## config.mk

```make
export PLATFORM = sky130hd
export DESIGN_NAME = expr_stim_driver_flat
export DESIGN_NICKNAME = d
export VERILOG_FILES = /design/src/rtl/expr_pkg.sv /design/src/rtl/expr_stim_driver_if.sv /design/src/rtl/expr_lfsr64.sv /design/src/rtl/expr_stim_driver.sv /design/src/flat_wrapper.sv
export SDC_FILE = /design/constraint.sdc
export NUM_CORES = 1
export LEC_CHECK = 0
export CAP_MARGIN = 20
export CORE_MARGIN = 4
export CORE_UTILIZATION = 38
export DETAILED_ROUTE_END_ITERATION = 16
export GPL_ROUTABILITY_DRIVEN = 0
export PLACE_DENSITY = 0.76
export SYNTH_ARGS = -nofsm -noshare
export SYNTH_HDL_FRONTEND = slang
export SYNTH_SLANG_ARGS = --single-unit
```

## constraint.sdc

```tcl
create_clock -name clk -period 1.6 [get_ports clk]
set_input_delay 0.32 -clock clk [delete_from_list [all_inputs] [get_ports clk]]
set_output_delay 0.32 -clock clk [all_outputs]
set_load 0.01 [all_outputs]
```

## src/rtl/expr_pkg.sv

```systemverilog
// Shared types, widths and helper functions for the expression stimulus driver.
// Operand and result layouts are packed structs, so field offsets follow from declaration order.
package expr_pkg;

    localparam int unsigned A0_W      = 4;
    localparam int unsigned A1_W      = 5;
    localparam int unsigned A2_W      = 6;
    localparam int unsigned A3_W      = 4;
    localparam int unsigned A4_W      = 5;
    localparam int unsigned A5_W      = 6;
    localparam int unsigned Y_FIELD_W = 5;
    localparam int unsigned LFSR_W    = 64;
    localparam int unsigned SIG_W     = 32;
    localparam int unsigned IDX_W     = 16;
    localparam int unsigned WAIT_W    = 3;

    localparam logic [LFSR_W-1:0] LFSR_TAPS = 64'hD800_0000_0000_0000;
    localparam logic [SIG_W-1:0]  MISR_POLY = 32'h04C1_1DB7;

    // MSB-first operand layout: a0 occupies the top bits of the 60-bit image
    typedef struct packed {
        logic        [A0_W-1:0] a0;
        logic        [A1_W-1:0] a1;
        logic        [A2_W-1:0] a2;
        logic signed [A3_W-1:0] a3;
        logic signed [A4_W-1:0] a4;
        logic signed [A5_W-1:0] a5;
        logic        [A0_W-1:0] b0;
        logic        [A1_W-1:0] b1;
        logic        [A2_W-1:0] b2;
        logic signed [A3_W-1:0] b3;
        logic signed [A4_W-1:0] b4;
        logic signed [A5_W-1:0] b5;
    } ops_t;

    // Packed DUT result, y0 at the MSBs
    typedef struct packed {
        logic [Y_FIELD_W-1:0] y0, y1, y2, y3, y4, y5, y6, y7, y8;
        logic [Y_FIELD_W-1:0] y9, y10, y11, y12, y13, y14, y15, y16, y17;
    } y_t;

    localparam int unsigned OPS_W = $bits(ops_t);
    localparam int unsigned Y_W   = $bits(y_t);

    typedef enum logic [2:0] {
        IDLE    = 3'd0,
        DRIVE   = 3'd1,
        WAIT    = 3'd2,
        CAPTURE = 3'd3,
        EMIT    = 3'd4,
        DONE    = 3'd5
    } state_t;

    // An all-zero LFSR would lock up, so zero maps to 1
    function automatic logic [LFSR_W-1:0] seed_fix(input logic [LFSR_W-1:0] s);
        return (s == '0) ? LFSR_W'(1) : s;
    endfunction

    function automatic logic [LFSR_W-1:0] lfsr_next(input logic [LFSR_W-1:0] s);
        return {1'b0, s[LFSR_W-1:1]} ^ (s[0] ? LFSR_TAPS : '0);
    endfunction

    function automatic logic [SIG_W-1:0] misr_next(input logic [SIG_W-1:0] s,
                                                   input logic [Y_W-1:0]   y);
        logic [SIG_W-1:0] fold;
        fold = SIG_W'(y[Y_W-1:2*SIG_W]) ^ y[2*SIG_W-1:SIG_W] ^ y[SIG_W-1:0];
        return {s[SIG_W-2:0], 1'b0} ^ (s[SIG_W-1] ? MISR_POLY : '0) ^ fold;
    endfunction

endpackage

```

## src/rtl/expr_stim_driver_if.sv

```systemverilog
// Operand, result-capture and result-stream bundle between the stimulus driver and its neighbours.
interface expr_stim_driver_if;
    import expr_pkg::*;

    logic        [A0_W-1:0] a0, b0;
    logic        [A1_W-1:0] a1, b1;
    logic        [A2_W-1:0] a2, b2;
    logic signed [A3_W-1:0] a3, b3;
    logic signed [A4_W-1:0] a4, b4;
    logic signed [A5_W-1:0] a5, b5;
    logic [Y_W-1:0]         y_in;
    logic                   res_valid;
    logic                   res_ready;
    logic [Y_W-1:0]         res_data;
    logic [IDX_W-1:0]       res_idx;

    modport master (
        output a0, a1, a2, a3, a4, a5, b0, b1, b2, b3, b4, b5,
        output res_valid, res_data, res_idx,
        input  y_in, res_ready
    );

    modport slave (
        input  a0, a1, a2, a3, a4, a5, b0, b1, b2, b3, b4, b5,
        input  res_valid, res_data, res_idx,
        output y_in, res_ready
    );

endinterface

```

## src/rtl/expr_lfsr64.sv

```systemverilog
// 64-bit Galois LFSR (right shift) with synchronous reload of the fixed seed.
module expr_lfsr64
    import expr_pkg::*;
#(
    parameter logic [LFSR_W-1:0] SEED = 64'h1
) (
    input  logic              clk,
    input  logic              rst_n,
    input  logic              load,
    input  logic              step,
    output logic [LFSR_W-1:0] state
);

    localparam logic [LFSR_W-1:0] SEED_FIX = seed_fix(SEED);

    // load has priority so a new run always starts from the seed
    always_ff @(posedge clk or negedge rst_n) begin
        if (!rst_n) begin
            state <= SEED_FIX;
        end else if (load) begin
            state <= SEED_FIX;
        end else if (step) begin
            state <= lfsr_next(state);
        end
    end

endmodule

```

## src/rtl/expr_stim_driver.sv

```systemverilog
// Drives LFSR operands into an expression block, captures its packed result,
// streams each result out on valid/ready and folds it into a MISR signature.
module expr_stim_driver
    import expr_pkg::*;
#(
    parameter logic [LFSR_W-1:0] SEED        = 64'h1,
    parameter int unsigned       NUM_VECTORS = 256,
    parameter int unsigned       CAP_LAT     = 1
) (
    input  logic               clk,
    input  logic               rst_n,
    input  logic               start,
    output logic               busy,
    output logic               done,
    output logic [SIG_W-1:0]   sig,
    expr_stim_driver_if.master bus
);

    localparam logic [IDX_W-1:0]  LAST_IDX  = IDX_W'(NUM_VECTORS - 1);
    localparam logic [WAIT_W-1:0] WAIT_LAST = WAIT_W'((CAP_LAT == 0) ? 0 : CAP_LAT - 1);

    state_t             state_q, state_d;
    ops_t               ops_q, ops_d;
    logic [Y_W-1:0]     res_data_q, res_data_d;
    logic [IDX_W-1:0]   res_idx_q, res_idx_d;
    logic               res_valid_q, res_valid_d;
    logic [IDX_W-1:0]   idx_q, idx_d;
    logic [WAIT_W-1:0]  wait_q, wait_d;
    logic               busy_d, done_d;
    logic [SIG_W-1:0]   sig_d;
    logic               lfsr_load, lfsr_step;
    logic [LFSR_W-1:0]  lfsr_state;

    expr_lfsr64 #(
        .SEED (SEED)
    ) u_lfsr (
        .clk   (clk),
        .rst_n (rst_n),
        .load  (lfsr_load),
        .step  (lfsr_step),
        .state (lfsr_state)
    );

    // State and registered outputs
    always_ff @(posedge clk or negedge rst_n) begin
        if (!rst_n) begin
            state_q     <= IDLE;
            ops_q       <= '0;
            res_data_q  <= '0;
            res_idx_q   <= '0;
            res_valid_q <= 1'b0;
            idx_q       <= '0;
            wait_q      <= '0;
            busy        <= 1'b0;
            done        <= 1'b0;
            sig         <= '0;
        end else begin
            state_q     <= state_d;
            ops_q       <= ops_d;
            res_data_q  <= res_data_d;
            res_idx_q   <= res_idx_d;
            res_valid_q <= res_valid_d;
            idx_q       <= idx_d;
            wait_q      <= wait_d;
            busy        <= busy_d;
            done        <= done_d;
            sig         <= sig_d;
        end
    end

    // Next state and next register values; done is a single-cycle pulse by default
    always_comb begin
        state_d     = state_q;
        ops_d       = ops_q;
        res_data_d  = res_data_q;
        res_idx_d   = res_idx_q;
        res_valid_d = res_valid_q;
        idx_d       = idx_q;
        wait_d      = wait_q;
        busy_d      = busy;
        done_d      = 1'b0;
        sig_d       = sig;
        lfsr_load   = 1'b0;
        lfsr_step   = 1'b0;

        case (state_q)
            IDLE: begin
                if (start) begin
                    lfsr_load = 1'b1;
                    idx_d     = '0;
                    sig_d     = '0;
                    busy_d    = 1'b1;
                    state_d   = DRIVE;
                end
            end
            DRIVE: begin
                ops_d   = ops_t'(OPS_W'(lfsr_state));
                wait_d  = '0;
                state_d = (CAP_LAT == 0) ? CAPTURE : WAIT;
            end
            WAIT: begin
                if (wait_q == WAIT_LAST) begin
                    state_d = CAPTURE;
                end else begin
                    wait_d = wait_q + 3'd1;
                end
            end
            CAPTURE: begin
                res_data_d  = bus.y_in;
                res_idx_d   = idx_q;
                sig_d       = misr_next(sig, bus.y_in);
                res_valid_d = 1'b1;
                state_d     = EMIT;
            end
            EMIT: begin
                // Record and operands hold until the consumer takes it
                if (bus.res_ready) begin
                    res_valid_d = 1'b0;
                    lfsr_step   = 1'b1;
                    if (idx_q == LAST_IDX) begin
                        busy_d  = 1'b0;
                        done_d  = 1'b1;
                        state_d = DONE;
                    end else begin
                        idx_d   = idx_q + 16'd1;
                        state_d = DRIVE;
                    end
                end
            end
            DONE: begin
                state_d = IDLE;
            end
            default: begin
                state_d = IDLE;
            end
        endcase
    end

    assign {bus.a0, bus.a1, bus.a2, bus.a3, bus.a4, bus.a5,
            bus.b0, bus.b1, bus.b2, bus.b3, bus.b4, bus.b5} = ops_q;
    assign bus.res_valid = res_valid_q;
    assign bus.res_data  = res_data_q;
    assign bus.res_idx   = res_idx_q;

endmodule

```

## src/flat_wrapper.sv

```systemverilog
// flat-port wrapper written by rule: the top's interface ports become plain ports
module expr_stim_driver_flat import expr_pkg::*;
#(
    parameter logic [LFSR_W-1:0] SEED        = 64'h1,
    parameter int unsigned       NUM_VECTORS = 256,
    parameter int unsigned       CAP_LAT     = 1
)
  (clk, rst_n, start, busy, done, sig, bus_a0, bus_a1, bus_a2, bus_a3, bus_a4, bus_a5, bus_b0, bus_b1, bus_b2, bus_b3, bus_b4, bus_b5, bus_res_valid, bus_res_data, bus_res_idx, bus_y_in, bus_res_ready);
  expr_stim_driver_if bus_i ();
  input  logic clk;
  input  logic rst_n;
  input  logic start;
  output logic busy;
  output logic done;
  output logic [SIG_W-1:0] sig;
  output wire logic [$bits(bus_i.a0)-1:0] bus_a0;
  output wire logic [$bits(bus_i.a1)-1:0] bus_a1;
  output wire logic [$bits(bus_i.a2)-1:0] bus_a2;
  output wire logic [$bits(bus_i.a3)-1:0] bus_a3;
  output wire logic [$bits(bus_i.a4)-1:0] bus_a4;
  output wire logic [$bits(bus_i.a5)-1:0] bus_a5;
  output wire logic [$bits(bus_i.b0)-1:0] bus_b0;
  output wire logic [$bits(bus_i.b1)-1:0] bus_b1;
  output wire logic [$bits(bus_i.b2)-1:0] bus_b2;
  output wire logic [$bits(bus_i.b3)-1:0] bus_b3;
  output wire logic [$bits(bus_i.b4)-1:0] bus_b4;
  output wire logic [$bits(bus_i.b5)-1:0] bus_b5;
  output wire logic [$bits(bus_i.res_valid)-1:0] bus_res_valid;
  output wire logic [$bits(bus_i.res_data)-1:0] bus_res_data;
  output wire logic [$bits(bus_i.res_idx)-1:0] bus_res_idx;
  input wire logic [$bits(bus_i.y_in)-1:0] bus_y_in;
  input wire logic [$bits(bus_i.res_ready)-1:0] bus_res_ready;
  assign bus_a0 = bus_i.a0;
  assign bus_a1 = bus_i.a1;
  assign bus_a2 = bus_i.a2;
  assign bus_a3 = bus_i.a3;
  assign bus_a4 = bus_i.a4;
  assign bus_a5 = bus_i.a5;
  assign bus_b0 = bus_i.b0;
  assign bus_b1 = bus_i.b1;
  assign bus_b2 = bus_i.b2;
  assign bus_b3 = bus_i.b3;
  assign bus_b4 = bus_i.b4;
  assign bus_b5 = bus_i.b5;
  assign bus_res_valid = bus_i.res_valid;
  assign bus_res_data = bus_i.res_data;
  assign bus_res_idx = bus_i.res_idx;
  assign bus_i.y_in = bus_y_in;
  assign bus_i.res_ready = bus_res_ready;
  expr_stim_driver #(.SEED(SEED), .NUM_VECTORS(NUM_VECTORS), .CAP_LAT(CAP_LAT)) u_core (.clk(clk), .rst_n(rst_n), .start(start), .busy(busy), .done(done), .sig(sig), .bus(bus_i));
endmodule
```

# Yosys cells after proc, flatten, opt, wreduce, memory -nomap -nowiden

Cells that the tools add are included.

Register bits: 287
Input bits: 94
Output and inout port bits: 201
Logic and storage cells: 83

Add/sub/neg operators: 2
Eq/ne operators: 11
Mux-type cells: 30
Bitwise operators: 5
Reduce and logical (&&, ||, !) cells: 13

Operator list:

| kind                  | count |
|---|---|
| $mux 64               | 3 |
| $xor 32x32->32        | 3 |
| $pmux 32 s2           | 1 |
| $xor 63x64->64        | 1 |
| $mux 16               | 3 |
| $mux 32               | 1 |
| $pmux 16 s2           | 1 |
| $xor 26x32->32        | 1 |
| $mux 27               | 1 |
| $add 16x1->16 const B | 1 |
| $eq 16x8->1 const B   | 1 |
| $mux 3                | 5 |
| $pmux 3 s5            | 1 |
| $mux 1                | 11 |
| $reduce_bool 2->1     | 5 |
| $ne 2x2->1 const B    | 4 |
| $reduce_and 4->1      | 2 |
| $eq 3x2->1 const B    | 2 |
| $logic_not 3->1       | 2 |
| $pmux 3 s2            | 1 |
| $reduce_and 2->1      | 3 |
| $ne 2x1->1 const B    | 2 |
| $pmux 1 s2            | 2 |
| $add 3x1->3 const B   | 1 |
| other kinds (3)       | 3 |

# Logic depth before layout (Yosys ltp)

Gate-level depths: netlist (run 1).

Word-level depth: 4
Gate-level depth with buffers: 7
Gate-level depth less buffers: 6

# Cells and area by module

Synthesis (run 1) repeated with hierarchy kept, for this count alone.

Cell total of the unflattened synthesis: 932
Area total of the unflattened synthesis: 12234.2 um2

By module, submodules not included:

| module           | times used | cells an instance | area each (um2) | seq. area each (um2) |
|---|---|---|---|---|
| expr_stim_driver | 1          | 722               | 9589.2          | 5580.4 |
| expr_lfsr64      | 1          | 210               | 2645.0          | 1602.8 |

# Least setup slack after synthesis (run 1)

OpenSTA, ideal clock, no wires.

Path kind: register to register
Start: reg u_core.idx_q[0]
End: reg u_core.idx_q[9]
Library setup time: 0.136 ns
Arrival time: 1.540 ns
Required time: 1.464 ns
Setup slack: -0.076 ns
Stages on the path, launching flop included: 7
Path buffers: 1
Period minus slack after synthesis: 1.676 ns
Cell sequence: dfrtp_1 ha_1 and4_1 and4_1 buf_4 o31ai_1 o41ai_2

Longest elaborated chain between the ends: 4
Elaborated cells on any way between the ends: 7
Those cells by class: 1 x add/sub; 2 x eq/ne; 3 x mux; 1 x reduce/logical

RTL lines:

| element                | line                    | text |
|---|---|---|
| start, declared        | expr_stim_driver.sv:27  | `logic [IDX_W-1:0] idx_q, idx_d;` |
| start signal, assigned | expr_stim_driver.sv:63  | `idx_q <= idx_d;` |
| $add 16x1->16          | expr_stim_driver.sv:125 | `idx_d = idx_q + 16'd1;` |
| $mux 16                | expr_stim_driver.sv:120 | `if (idx_q == LAST_IDX) begin` |
| $mux 16                | expr_stim_driver.sv:117 | `if (bus.res_ready) begin` |
| $pmux 16 s2            | expr_stim_driver.sv:86  | `case (state_q)` |

Several ways; a longest one is shown, not always the timed one. The select of a mux whose other input is x is not followed.
A chain may end at the register's enable or synchronous reset.

# Worst setup path in the final report (run 1)

Start: reg u_core.state_q[2]
End: reg u_core.ops_q, in the netlist u_core.bus.a0[1]

Longest elaborated chain between the ends: 1

RTL lines:

| element                | line                   | text |
|---|---|---|
| start, declared        | expr_stim_driver.sv:22 | `state_t state_q, state_d;` |
| start signal, assigned | expr_stim_driver.sv:58 | `state_q <= state_d;` |
| $eq 3x1->1             | expr_stim_driver.sv:86 |  |
| end signal, assigned   | expr_stim_driver.sv:59 | `ops_q <= ops_d;` |
| end, declared          | expr_stim_driver.sv:23 | `ops_t ops_q, ops_d;` |

No other way between the ends.

==> results by stage, run 1 <==
Run status:
- The flow ran to the end, but the final reports show violations.
- The checks that failed: negative setup slack.

Routing:
- For this run, design rule violations remaining after detail routing come to 0.
- The mean routed wirelength per cell is about 20 µm.
- The final wirelength is between 30,000 and 40,000 µm.
- The DRC violation total after the first TritonRoute iteration is about 350.
- Before antenna repair, the detailed router went through 4 iterations.
- In the routed layout, each cell is associated on average with a via count of between 5 and 6.
- The detailed router placed ~8,500 vias in this run.
- The remaining antenna violation count is 0.

Finish:
- Summing all flip-flop and latch instances after layout gives a little over 0.007 mm².
- In the layout the commonest cells are 283 x sky130_fd_sc_hd__dfrtp_1, 153 x sky130_fd_sc_hd__dlygate4sd2_1, 143 x sky130_fd_sc_hd__mux2_2.
- The most common cell after layout, fill and taps aside is sky130_fd_sc_hd__dfrtp_1.
- The final non-filler cell area is 0.01744 mm².
- Summing all multi-input logic gate instances after layout gives ~0.0047 mm².
- The fraction of final layout cells with drive strength greater than 1 is 0.2991.
- The filler cells instantiated in the layout total 2,513.
- The layout-stage area growth over the synthesis result is 45.92%.
- At the end of the flow, the number of nets in the layout was 1,352.
- The antenna diode instance count is 0.

STA:
- Across all hold checks on the routed design, the worst slack comes to roughly 270 ps.
- The max-slew violation count came to 0.
- The smallest setup slack after layout is -11.03 ps.
- Setup violations remaining at the end of the flow were counted as 12.
- The smallest clock period supported by the final layout is computed as 1611 ps.
- Setup repair after global routing could not meet its margin everywhere.
- The fraction of the cycle the final worst path needs is 1.007.
- At the pin with the least slew margin, the transition time is approximately 380 ps.
- The relative slew slack is 0.7426.
- Based on the critical path, the design can be clocked at up to between 600 and 700 MHz.
- The number of hold violations in the final report is 0.
- The post-route clock skew is roughly 16 ps.

Floorplan:
- The floorplan step set the die height to about 190 µm.
- The die covers ~0.034 mm².
- For this configuration, the core starts out at a cell density of 0.3876.
- between 200 and 300 I/O pins were placed.
- The core region is roughly 0.031 mm².
- The number of standard-cell rows in the floorplan is 64.
- The die is approximately 190 µm wide.

Synth:
- The post-synthesis sequential area ratio is 0.6012.
- The synthesized design contains 0 enable-type register cells.
- The number of distinct library cell variants in the gate-level netlist after synthesis is between 40 and 50.
- The area fraction of the dominant cell type after synthesis is 0.5990.
- The net count after synthesis is ~1,000.
- Yosys attributes the largest share of cell area to sky130_fd_sc_hd__dfrtp_1 60%, sky130_fd_sc_hd__mux2_2 16%, sky130_fd_sc_hd__xnor2_1 6.6%.
- Averaged over all synthesized cells, the footprint is 13.64 µm².
- In this run the cell area of the synthesized design comes to around 0.012 mm².
- The number of synthesized register bits is around 290.
- Synthesis handed over a netlist of just under 900 instances.
- The fraction of registers with async set or reset after synthesis is 1.000.
- For this run, the leading register cell type out of synthesis is sky130_fd_sc_hd__dfrtp_1.
- The most area-hungry cell type in the Yosys netlist is sky130_fd_sc_hd__dfrtp_1.
- Yosys printed 0 warnings.

Clock tree:
- The insertion delay to the later sink of the worst-skew pair is roughly 550 ps.
- CTS built an H-tree with a depth of 1.
- The deepest clock path buffer count is 3.
- Buffers inserted during clock tree synthesis total 30.
- The tree is rooted in a sky130_fd_sc_hd__clkbuf_16.
- The clock net in this run drives a total of between 200 and 300 sinks.
- The clock slew seen by the registers of the worst setup and hold paths is approximately 60 ps.
- TritonCTS built the clock tree.

Global route:
- The first global-routing pass estimated 49,600 µm of wire.
- The initial antenna violation count is 1.
- The met3 usage is 0.04438.
- In the global route stage, met2 resource usage came out at 0.2987.
- The most used routing layer is met2.
- In the global route stage, overall resource usage came out at 0.1791.
- The via count of the first global-routing pass is a little under 9,000.
- The maximum number of pins on one net before global-route repair is 54.
- For this run, global-route usage on met1 was measured as 0.2388.
- The total congestion overflow is 0.

Critical path:
- The largest individual stage delay along the critical path comes from the cell sky130_fd_sc_hd__dfrtp_1.
- For the worst setup path, the data required time is approximately 2000 ps.
- Walking the worst path, the cells encountered are buf_6, nor3b_2, buf_6, buf_12, clkbuf_16, mux2_4.
- The most numerous cell type found on the critical path is sky130_fd_sc_hd__buf_6.
- The internal reg-to-reg setup slack is -10 ps.
- The startpoint identified for the worst register-to-register timing path is u_core.state_q[2].
- Grouping stages by cell kind, the critical path spends the most delay in buffers and inverters.
- The number of cells on the worst reg-to-reg path is 6.
- In this run the worst path has a maximum fanout of 5.
- The data arrival time of the critical path is a little over 2000 ps.
- The worst setup path is captured at a register.
- On the worst path, the slowest cell contributes a delay of roughly 410 ps.
- The critical path in this run is classified as reg -> reg.
- The reg-to-reg endpoint is u_core.bus.a0[1].
- The startpoint type of the worst setup path is a register.
- The number of buffers and inverters on the critical path is 4.

Placed design:
- The HPWL after detailed placement is roughly 22,000 µm.
- The worst slack at placement is -274.2 ps.
- The number of I/O port buffers is about 290.
- The placed instance area is roughly 0.016 mm².

Run:
- Across the run, the number of max-cap violations was 0.

Power:
- The power density over cell area is ~1600 mW/mm².
- The worst vdd rail ir drop is 707.9 µV.
- Summed over all cells, the static leakage comes to about 8.2 nW.

Worst hold path:
- The worst hold path belongs to the class in -> async.
sequential cells by signal (all words and copies together) (netlist names), 5 cells and up:
signal / flops
u_core.bus.b4: 5
u_core.bus.b1: 5
u_core.bus.a1: 5
u_core.bus.a5: 6
u_core.u_lfsr.state: 64
u_core.bus.res_idx: 16
u_core.idx_q: 16
u_core.bus.a2: 6
u_core.bus.res_data: 90
u_core.bus.a4: 5
u_core.bus.b5: 6
u_core.sig: 32
u_core.bus.b2: 6
synthesized netlist by cell type (all sizes together), types with 6 or more instances:
| cell | count |
|---|---|
| o31ai | 7 |
| clkbuf | 6 |
| nand3 | 11 |
| o21ai | 47 |
| nor2 | 14 |
| xor2 | 18 |
| a22o | 60 |
| mux2 | 166 |
| nand2 | 53 |
| and4 | 6 |
| dfrtp | 286 |
| a21oi | 6 |
| buf | 50 |
| a31oi | 10 |
| xnor2 | 90 |
| nand4 | 7 |
where the power goes:
group	internal, mW	switching (mW)
Combinational	6.08	5.31
Clock	4.17	2.80
Sequential	8.95	0.983
worst max path at each step:
stage	start	to	slack, ps	cells past startpoint
finish	u_core.state_q[2]	u_core.bus.a0[1]	-10	6
global route	u_core.idx_q[9]	u_core.idx_q[11]	-70	6
CTS	u_core.state_q[1]	u_core.bus.b5[5]	-40	6
detailed placement	start	u_core.sig[31]	-270	6
global placement	start	u_core.sig[0]	-280	6
floorplan	u_core.idx_q[0]	u_core.idx_q[11]	6	6
worst reg2reg max path, cell delays in order, from the launching register on:
cell,delay (ps)
sky130_fd_sc_hd__dfrtp_1,410
sky130_fd_sc_hd__buf_6,140
sky130_fd_sc_hd__nor3b_2,190
sky130_fd_sc_hd__buf_6,170
sky130_fd_sc_hd__buf_12,140
sky130_fd_sc_hd__clkbuf_16,160
sky130_fd_sc_hd__mux2_4,290
stage by stage:
step	instances	power, mW	util	setup TNS (ps)
floorplan	876	15.55	-	0
global placement	1588	20.86	0.5165	-21780
detailed placement	1588	21.12	0.5165	-24310
CTS	1656	27.60	0.5504	-1037
global route	1670	29.81	0.5655	-2254
finish	1670	28.31	0.5655	-77.78
per-layer routing:
metal	up-vias	wire length, µm
met3	49	2718
li1	3866	-
met4	2	722
met5	-	13
met2	317	16150
met1	4298	13800
repair_timing:
action	in CTS	in global routing
pin swaps	3	8
gates cloned	2	9
hold buffers	1	0
buffers inserted	14	7
hold endpoints to repair	27	0
setup endpoints to repair	252	236
gates resized for setup	256	92
layout make-up:
type                            instances  share of cell area
Clock buffer                           41             0.05124
Clock inverter                         10            0.005741
Inverter                                4           0.0008611
Multi-Input combinational cell        530              0.2709
Sequential cell                       287              0.4122
Tap cell                              396             0.02842
Timing Repair Buffer                  402              0.2306
kinds of logic after synthesis:
logic type | synth area share
AOI/OAI and AO/OA | 0.08335
xor gates and xnor gates | 0.07916
adders and majority gates | 0.003142
buffers and inverters | 0.02743
DFF | 0.6012
muxes | 0.1573
and+or+nand+nor | 0.04848
Power figures use the tool's default switching activity.
==> inputs of run 2 (changes only) <==
--- a/config.mk
+++ b/config.mk
@@ -11,6 +11,8 @@
 export DETAILED_ROUTE_END_ITERATION = 16
 export GPL_ROUTABILITY_DRIVEN = 0
 export PLACE_DENSITY = 0.76
+export RECOVER_POWER = 50
 export SYNTH_ARGS = -nofsm -noshare
 export SYNTH_HDL_FRONTEND = slang
 export SYNTH_SLANG_ARGS = --single-unit
+export TNS_END_PERCENT = 1
==> results by stage, run 2 (synthesized netlist as in run 1, its figures left out) <==
Run status:
- The flow ran to the end, but the final reports show violations.
- The checks that failed: negative setup slack.

Finish:
- The sequential cell area is 0.007187 mm² (unchanged).
- The final layout net count is 1,325 (-2.0%).
- The count of non-filler cells in the finished layout came to 1,643 (-1.6%).
- The layout-stage area growth over the synthesis result is 40.95%.
- The antenna diode instance count is 0 (unchanged).
- The final non-filler cell area was 0.01684 mm² (-3.4%).
- In the layout the commonest cells are 283 x sky130_fd_sc_hd__dfrtp_1, 152 x sky130_fd_sc_hd__mux2_2, 145 x sky130_fd_sc_hd__dlygate4sd2_1.
- The fraction of final layout cells with drive strength greater than 1 is 0.2638 (-0.03522).
- The number of flip-flops under the largest register name is 90 (unchanged).
- The number of inserted filler cells in the final layout is 2,593 (+3.2%).
- The area occupied by multi-input gates is 0.004592 mm² (-2.8%).
- The library cell used most frequently in the layout, excluding fill and tap cells, is sky130_fd_sc_hd__dfrtp_1.

Clock tree:
- In this run the clock root is driven by a sky130_fd_sc_hd__clkbuf_16.
- The number of levels the H-tree was split into is 1 (unchanged).
- The number of sinks handled by clock tree synthesis is 287 (unchanged).
- The deepest clock path buffer count came to 3 (unchanged).
- The number of clock buffers inserted by TritonCTS is 30 (unchanged).
- TritonCTS built the clock tree.
- The insertion delay to the later sink of the worst-skew pair came to 550 ps (about the same).
- The clock slew seen by the registers of the worst setup and hold paths was 60 ps (about the same).

Routing:
- The remaining antenna violation count is 0 (unchanged).
- The DRC violation count after routing is 0 (unchanged).
- The DRC violation total after the first TritonRoute iteration is 356 (+3.2%).
- The vias per cell is 5.060 (-0.97%).
- The mean routed wirelength per cell is 19.20 µm (-4.0%).
- The final wirelength is 31,550 µm (-5.6%).
- The via count is 8,313 (-2.6%).
- The detailed-routing iteration count for the pre-antenna-repair pass is 4 (unchanged).

Critical path:
- The number of buffers and inverters on the critical path was 1 (-3).
- The endpoint required time on the critical path is 2060 ps (+30 ps).
- The data arrival time of the critical path is 2100 ps (+60 ps).
- The worst setup path is of the reg -> reg kind.
- The delay of the slowest critical-path stage is 450 ps (+40 ps).
- The slowest stage of the critical path is the sky130_fd_sc_hd__or3b_1 cell.
- Grouping stages by cell kind, the critical path spends the most delay in simple AND/OR/NAND/NOR gates.
- The worst setup path is launched from a register.
- The maximum fanout count along the critical path is 8 (+3).
- Walking the worst path, the cells encountered are buf_4, nor2_4, nand3_1, or3b_1, a31oi_2.
- The endpoint class of the critical path is a register.

STA:
- The number of failing setup endpoints in the final timing report came to 4 (-8).
- The slew of the pin with the lowest slew margin came to 1044 ps (+660.5 ps).
- The setup TNS after final layout was -71.31 ps (+6.473 ps).
- The post-route clock skew is 20.16 ps (+4.276 ps).
- The relative slew slack is 0.3042 (-0.4385).
- The max-slew violation count came to 0 (unchanged).
- The smallest setup slack after layout was -40.30 ps (-29.27 ps).
- The highest clock frequency the design can meet came to 609.6 MHz (-1.8%).
- The fraction of the cycle the final worst path needs is 1.025 (+0.01829).
- The clock period minus final worst setup slack came to 1640 ps (+29.27 ps).
- The number of hold violations in the final report is 0 (unchanged).
- Setup repair after global routing could not meet its margin everywhere.

Power:
- The total power consumption of the routed design is 26.93 mW (-4.9%).
- The leakage power is 7.891 nW (-4.0%).
- The power density over cell area is 1599 mW/mm² (-1.5%).
- The worst vdd rail ir drop is 725.2 µV (+2.4%).

Global route:
- The total congestion overflow was 0 (unchanged).
- The via count of the first global-routing pass is 8,673 (-1.4%).
- The global-route wire length before repair is 48,730 µm (-1.8%).
- The maximum number of pins on one net before global-route repair is 54 (unchanged).
- The initial antenna violation count was 1 (unchanged).
- The total global-route track usage is 0.1758 (-0.003262).

Placed design:
- The count of placed standard cells including taps is 1,588 (unchanged).
- The placed instance area is 0.01592 mm² (unchanged).
- The worst slack at placement is -274.2 ps (unchanged).
- The number of I/O port buffers is 294 (unchanged).
- The HPWL after detailed placement was 22,340 µm (unchanged).

Floorplan:
- The top-level port count is 295 (unchanged).
- The number of standard-cell rows in the floorplan came to 64 (unchanged).
- The effective utilization at floorplan came to 0.3876 (unchanged).
- The area of the core region was 0.03083 mm² (unchanged).
- The horizontal die dimension came to 185.3 µm (unchanged).
- The die boundary height was 185.3 µm (unchanged).
- The area of the die is 0.03435 mm² (unchanged).

Run:
- The number of violations of the max-capacitance limit is 0 (unchanged).

Worst hold path:
- The kind of path behind the tightest hold check is in -> reg.
[run 2: changes by cell type in the layout (fill, tap and decap cells not counted), sizes merged]
cell / before / now
clkbuf: 57 / 54
buf: 100 / 74
dlygate4sd2: 153 / 145
clkdlybuf4s15: 40 / 50
[run 2: report_power, final]
part           internal (mW)  total [mW]  switching [mW]
logic                   5.22        9.98            4.77
clock network           4.17        6.98            2.80
registers               8.95        9.97            1.01
[run 2: path summary, 6_finish.rpt]
| path | from | end | slack [ps] | cells after the start |
|---|---|---|---|---|
| min | bus_y_in[49] | u_core.bus.res_data[49] | 440 | 2 |
| max | u_core.state_q[1] | u_core.idx_q[11] | -40 | 5 |
| max reg2reg | u_core.state_q[1] | u_core.idx_q[11] | -40 | 5 |
| min in group asynchronous | rst_n | u_core.u_lfsr.state[41] | 500 | 2 |
| max in group asynchronous | rst_n | u_core.sig[31] | 220 | 3 |
| min reg2reg | u_core.bus.res_valid | u_core.bus.res_valid | 480 | 2 |
[run 2: stage by stage]
step,utilization,hold slack (ps)
after floorplan,-,24.41
after global placement,0.5165,253.9
after detailed placement,0.5165,252.9
after CTS,0.5436,254.7
after global routing,0.5463,427.0
final,0.5463,438.5
[run 2: routing by layer]
metal	share of wire	up-vias	track usage
li1	-	3805	-
met2	0.47	280	0.2905
met4	0.020	2	0.03699
met5	0.00041	-	0
met1	0.43	4182	0.2368
met3	0.079	44	0.04419
[run 2: worst reg2reg max path: stages, from the launching register on]
cell and delay [ps]:
sky130_fd_sc_hd__dfrtp_1 370, sky130_fd_sc_hd__buf_4 170, sky130_fd_sc_hd__nor2_4 130, sky130_fd_sc_hd__nand3_1 240
sky130_fd_sc_hd__or3b_1 450, sky130_fd_sc_hd__a31oi_2 190
[run 2: layout make-up]
| class | instances | area share |
|---|---|---|
| sequential | 287 | 0.4267 |
| clock buffer | 41 | 0.05304 |
| multi-input combinational | 530 | 0.2726 |
| clock inverter | 10 | 0.005943 |
| timing repair buffer | 375 | 0.2114 |
| tap | 396 | 0.02942 |
| inverter | 4 | 0.0008915 |
[run 2: timing repair]
item | in CTS | in global routing
hold endpoints to repair | 27 | 0
hold buffers | 1 | 0
pin swaps | 2 | 6
setup buffers | 0 | 1
setup endpoints to repair | 252 | 217
cloned | 0 | 2
resized for setup | 255 | 52
==> inputs of run 3 (changes only) <==
--- a/config.mk
+++ b/config.mk
@@ -12,6 +12,7 @@
 export GPL_ROUTABILITY_DRIVEN = 0
 export PLACE_DENSITY = 0.76
 export RECOVER_POWER = 50
+export SLEW_MARGIN = 15
 export SYNTH_ARGS = -nofsm -noshare
 export SYNTH_HDL_FRONTEND = slang
 export SYNTH_SLANG_ARGS = --single-unit
==> results of run 3 <==
The final DEF is identical to that of run 2; final timing and power are the same.
